File: src/rtl/hazard_scheduler.sv
// Pipeline hazard scheduler: load-use and branch-operand stalls, data-memory wait
// freezes, IF/ID flush gating, and saturating stall/flush event counters.
module hazard_scheduler (
  input  logic        clk,
  input  logic        reset,
  input  logic [4:0]  id_rs,
  input  logic [4:0]  id_rt,
  input  logic        id_uses_rt,
  input  logic        id_branch,
  input  logic        id_flush_req,
  input  logic        ex_reg_write,
  input  logic        ex_mem_read,
  input  logic [4:0]  ex_dst,
  input  logic        mem_mem_read,
  input  logic [4:0]  mem_dst,
  input  logic        dmem_req,
  input  logic        dmem_ready,
  output logic        pc_write,
  output logic        ifid_write,
  output logic        idex_write,
  output logic        exmem_write,
  output logic        idex_bubble,
  output logic        memwb_bubble,
  output logic        ifid_flush,
  output logic [1:0]  state,
  output logic [15:0] stall_count,
  output logic [15:0] flush_count
);

  typedef enum logic [1:0] {
    RUN      = 2'b00,
    STALL    = 2'b01,
    MEM_WAIT = 2'b10
  } state_t;

  state_t cur, nxt;
  logic   ex_match, mem_match, h_two, h_one, mwait;
  logic   freeze, stall;

  always_comb begin
    ex_match  = (ex_dst != 5'd0) &&
                ((ex_dst == id_rs) || (id_uses_rt && (ex_dst == id_rt)));
    mem_match = (mem_dst != 5'd0) &&
                ((mem_dst == id_rs) || (id_uses_rt && (mem_dst == id_rt)));
    h_two     = id_branch && ex_mem_read && ex_match;
    h_one     = (ex_mem_read && ex_match) ||
                (id_branch && ex_reg_write && ex_match) ||
                (id_branch && mem_mem_read && mem_match);
    mwait     = dmem_req && !dmem_ready;
  end

  // MEM_WAIT releasing on dmem_ready behaves exactly like RUN with no wait;
  // the unused encoding 11 also falls through to RUN behaviour.
  always_comb begin
    nxt    = RUN;
    freeze = 1'b0;
    stall  = 1'b0;
    if ((cur == MEM_WAIT) ? !dmem_ready : mwait) begin
      freeze = 1'b1;
      nxt    = MEM_WAIT;
    end else if (cur == STALL) begin
      stall = 1'b1;
      nxt   = RUN;
    end else if (h_two || h_one) begin
      stall = 1'b1;
      nxt   = h_two ? STALL : RUN;
    end
  end

  // Every enable and bubble is forced low while reset is held.
  assign pc_write     = !reset && !freeze && !stall;
  assign ifid_write   = !reset && !freeze && !stall;
  assign idex_write   = !reset && !freeze;
  assign exmem_write  = !reset && !freeze;
  assign idex_bubble  = !reset && stall;
  assign memwb_bubble = !reset && freeze;
  assign ifid_flush   = !reset && !freeze && !stall && id_flush_req;
  assign state        = cur;

  always_ff @(posedge clk or posedge reset) begin
    if (reset) begin
      cur         <= RUN;
      stall_count <= 16'd0;
      flush_count <= 16'd0;
    end else begin
      cur <= nxt;
      if (!pc_write && (stall_count != 16'hFFFF))
        stall_count <= stall_count + 16'd1;
      if (ifid_flush && (flush_count != 16'hFFFF))
        flush_count <= flush_count + 16'd1;
    end
  end

endmodule

File: config.mk
export PLATFORM = sky130hd
export DESIGN_NAME = hazard_scheduler
export DESIGN_NICKNAME = d
export VERILOG_FILES = /design/src/rtl/hazard_scheduler.sv
export SDC_FILE = /design/constraint.sdc
export NUM_CORES = 1
export LEC_CHECK = 0
export ABC_AREA = 1
export CAP_MARGIN = 10
export CORE_MARGIN = 10
export CORE_UTILIZATION = 44
export DETAILED_ROUTE_END_ITERATION = 8
export PLACE_DENSITY = 0.77
export SYNTH_ARGS = -nofsm -noshare
export SYNTH_HDL_FRONTEND = slang
export SYNTH_SLANG_ARGS = --single-unit
export TNS_END_PERCENT = 50
File: constraint.sdc
create_clock -name clk -period 1.82 [get_ports clk]
set_clock_uncertainty 0.15 [all_clocks]
set_input_delay 0.182 -clock clk [delete_from_list [all_inputs] [get_ports clk]]
set_output_delay 0.182 -clock clk [all_outputs]
set_load 0.1 [all_outputs]
### Yosys cells after proc, flatten, opt, wreduce, memory -nomap -nowiden

Index checks and enable logic that the tools add are counted.

* flip-flop bits (word level): 34
* output and inout port bits: 41
* word-level logic and storage cells: 53

* add/sub/neg operators: 2
* eq/ne operators: 8
* mux-type cells: 9
* reduce and logical (&&, ||, !) cells: 31

Operators with widths (count)
* adder 16 x 1 -> 16 bit (second input constant): 2
* != test 16 bit (second input constant): 2
* == test 5 bit: 4
* logical AND 1 bit: 19
* nonzero test 5 bit: 2
* two-way mux 1 bit: 8
* logical NOT 1 bit: 5
* logical OR 1 bit: 5
* == test 2 x 1 -> 1 bit (second input constant): 1
* == test 2 bit (second input constant): 1
* two-way mux 2 bit: 1

### Longest topological paths before layout

* depth in word-level cells: 15
* gate-level depth with buffers: 13

### Least setup slack after synthesis

No wires, ideal clock.

* kind: register to output
* from: register cur[0] (netlist: state[0])
* to: output idex_bubble
* data arrival time: 3.378 ns
* data required time: 1.488 ns
* setup slack: -1.890 ns
* cell stages (with the launch flop): 5
* path buffers: 0
* cell sequence: dfrtp_1 > nand2_1 > nand2_1 > nor2_4 > nor3_1

* longest elaborated chain between the ends: 4
* elaborated cells on any way between the ends: 6

RTL lines
* start: declaration: RTL line 36 `state_t cur, nxt;`
* start signal: assignment: RTL line 86 `cur <= nxt;`
* == test 2 x 1 -> 1 bit / == test 2 bit (equally long branches): RTL line 61, 58
* two-way mux 1 bit (on tied branches): RTL line 61, 58
* two-way mux 1 bit *: RTL line 58 `if ((cur == MEM_WAIT) ? !dmem_ready : mwait) begin`
* logical AND 1 bit *: RTL line 75 `assign idex_bubble = !reset && stall;`
* end: declaration: RTL line 22 `output logic idex_bubble,`

Every way passes the cells marked *; elsewhere a longest branch is shown, timed or not.

### Worst setup path in the final report

* from: register cur[1] (netlist: state[1])
* to: output ifid_flush

* longest elaborated chain between the ends: 7
* elaborated cells on any way between the ends: 11

RTL lines
* == test 2 bit: RTL line 58
* two-way mux 1 bit (2 in series): RTL line 58
* named net freeze: RTL line 38 `logic freeze, stall;`
* logical NOT 1 bit: RTL line 77 `assign ifid_flush = !reset && !freeze && !stall && id_flush_req;`
* logical AND 1 bit (3 in series): RTL line 77
* end: declaration: RTL line 24 `output logic ifid_flush,`

The timed path passes the listed nets, and every way through them passes these cells.

==> impl_metrics.tcl <==
set metrics [dict create \
    status "finished with violations" \
    violations "negative setup slack" \
    synth-seq-cells 34 \
    antenna_found_initial 0 \
    cts_max_path_buffers 2 \
    yosysWarnings 0 \
    clk_pin_slew_ps 80 \
    postRouteAntennaNets 0 \
    insertion_delay_ps 310 \
    hpwlAfterDp_um 6300 \
    drive_gt1_frac 0.289 \
    cp_data_required_time_ps 1490 \
    nets 516 \
    cp_max_fo 3 \
    first_pass_iters 5 \
    critPathLaunchType "register" \
    finalMaxSlewViolations 0 \
    layout_common_cells "145 x nand2_1, 44 x buf_12, 42 x buf_4, 32 x inv_1, 30 x dfrtp_1" \
    cts_max_level 2 \
    track_usage 0.190 \
    cts-root-buf "clkbuf_8" \
    setup_viol 38 \
    initial_core_util 0.455 \
    finalCritPeriodShare 1.12 \
    ys_seq_area_frac 0.337 \
    die_h_um 95.7 \
    setup_ws_ps -227 \
    wl_per_cell_um 15.9 \
    critPathBufInv 2 \
    first_iter_violations 213 \
    synth_cell_type_count 27 \
    grt.overflow.total 0 \
    finalWirelength_um 8840 \
    n_antenna_cell 0 \
    slew_headroom 0.762 \
    fillers 366 \
    reg2reg_slack_ps -120 \
    cap_violations 0 \
    grt_first_pass_wirelength_um 13700 \
    num_rows 27 \
    arrival_ps 1710 \
    synth_area_um2 2520 \
    ir_worst_vdd_v 0.000657 \
    syn_nets 398 \
    crit_chain "inv_4 -> nor2_4 -> nor2_4 -> nor2_4 -> nor2_4 -> nand4_4 -> nor2_4 -> buf_12" \
    hold_violations 0 \
    core_area_um2 5540 \
    grt_pass1_vias 2892 \
    ys.flop_type "dfrtp_1" \
    tightest_slew_ps 354 \
    numCtsBuffers 5 \
    p_per_area_nw_per_um2 884 \
    crit_family "simple AND/OR/NAND/NOR gates" \
    fin_area_um2 4380 \
    synth_edf_count 0 \
    ios 71 \
    cts_sinks 34 \
    dpl_cell_area_um2 4010 \
    clock.fmax_ghz 0.489 \
    vias 2917 \
    rsz0062_at_grt "true" \
    p_leak_nw 2.20 \
    cts_tree "done" \
    slowest_delay_ps 500 \
    area_delta_synth_final_pct 73.6 \
    die_area_um2 9160 \
    worstSetupPathType "register to output pin" \
    drt_drc_violations_left 0 \
    worstSetupEndpointType "output pin" \
    avgSynthCellArea_um2 6.89 \
    crit_top_cell "nor2_4" \
    synthCells 366 \
    vias_per_cell 5.24 \
    final_common_cell "nand2_1" \
    synthArstFlopShare 1.00 \
    min_period_ps 2050 \
    grt_max_degree 35 \
    io_buffers 70 \
    finalSetupTns_ps -3020 \
    gp_congestion 1.02 \
    p_total_mw 3.87 \
    hold_class "input pin to register" \
    cp_slowest_cell "dfrtp_4" \
    die_w_um 95.7 \
]
-- state kept, by name (all words and copies together), names as in the netlist --
register     cells
stall_count     16
flush_count     16
state            2
-- layout make-up --
type / count / area [um2] / share of cell area
Timing Repair Buffer: 119 / 1550 / 0.355
Clock buffer: 5 / 68.8 / 0.0157
Tap cell: 72 / 90.1 / 0.0206
Sequential cell: 34 / 861 / 0.197
Clock inverter: 3 / 68.8 / 0.0157
Multi-Input combinational cell: 283 / 1570 / 0.359
Inverter: 41 / 165 / 0.0377
-- stage by stage --
| stage | std cells | hold slack (ps) | worst slack (ps) | util |
|---|---|---|---|---|
| global route | 557 | 350 | -290 | 0.790 |
| CTS | 550 | 326 | -308 | 0.760 |
| floorplan | 366 | 127 | -959 | - |
| finish | 557 | 303 | -227 | 0.790 |
| detailed placement | 537 | 406 | -393 | 0.723 |
| global placement | 537 | 394 | -355 | 0.723 |
-- per-layer routing --
layer / vias to the layer above / wire [um] / GRT usage
met1: 1399 / 3350 / 0.205
met2: 117 / 4710 / 0.348
met5: - / 0 / 0
met3: 16 / 592 / 0.0420
met4: 0 / 189 / 0.0811
li1: 1385 / - / -
-- cell families (layout without fill, tap and decap cells) --
| kind of cell | Yosys count | count (layout) | synth area share |
|---|---|---|---|
| flops | 34 | 34 | 0.337 |
| xor+xnor | 29 | 29 | 0.101 |
| fa+ha+maj | 2 | 2 | 0.00992 |
| buf+inv | 50 | 168 | 0.0903 |
| simple gates | 246 | 247 | 0.452 |
| compound gates | 5 | 5 | 0.00992 |
-- path summary, 6_finish.rpt --
check | from | to | depth (start not counted)
max | state[1] | ifid_flush | 8
min | id_rs[2] | state[0] | 6
max reg2reg | state[1] | stall_count[3] | 12
min reg2reg | stall_count[14] | stall_count[14] | 2
max in group asynchronous | reset | state[1] | 4
min in group asynchronous | reset | stall_count[1] | 4
-- cells in the mapped netlist (2+ instances only) --
cell type  count  area [um2]
buf_6          3        33.8
buf_2          2        10.0
buf_4          4        30.0
nand3_1       34         170
xnor2_1       12         105
nor2_2         3        18.8
inv_2          7        26.3
inv_1         34         128
nor3_1        15        75.1
dfrtp_1       34         851
nand2_2        2        12.5
nor2_4         4        45.0
nand2_1      148         556
o21ai_1        4        20.0
ha_1           2        25.0
xor2_1        17         149
nor2_1        22        82.6
nand4_4        2        42.5
nand4_1        9        56.3
-- worst min-delay path, stage by stage --
cell            delay [ps]
dlymetal6s2s_1         150
xnor2_1                 90
nand3_1                 90
nand2_2                 70
nand2_2                100
nor3_1                  50
-- where the power goes --
| part | internal (mW) | switching [mW] |
|---|---|---|
| Sequential | 0.850 | 0.128 |
| Combinational | 0.759 | 1.26 |
| Clock | 0.549 | 0.322 |
| Total | 2.16 | 1.71 |
-- repair_timing --
| action | CTS | global route |
|---|---|---|
| resized for setup | 22 | 26 |
| setup endpoints to repair | 35 | 39 |
| hold buffers | 0 | 0 |
| buffers inserted | 4 | 8 |
| cloned | 1 | 1 |
| pin swaps | 7 | 11 |
Power figures use the tool's default switching activity.
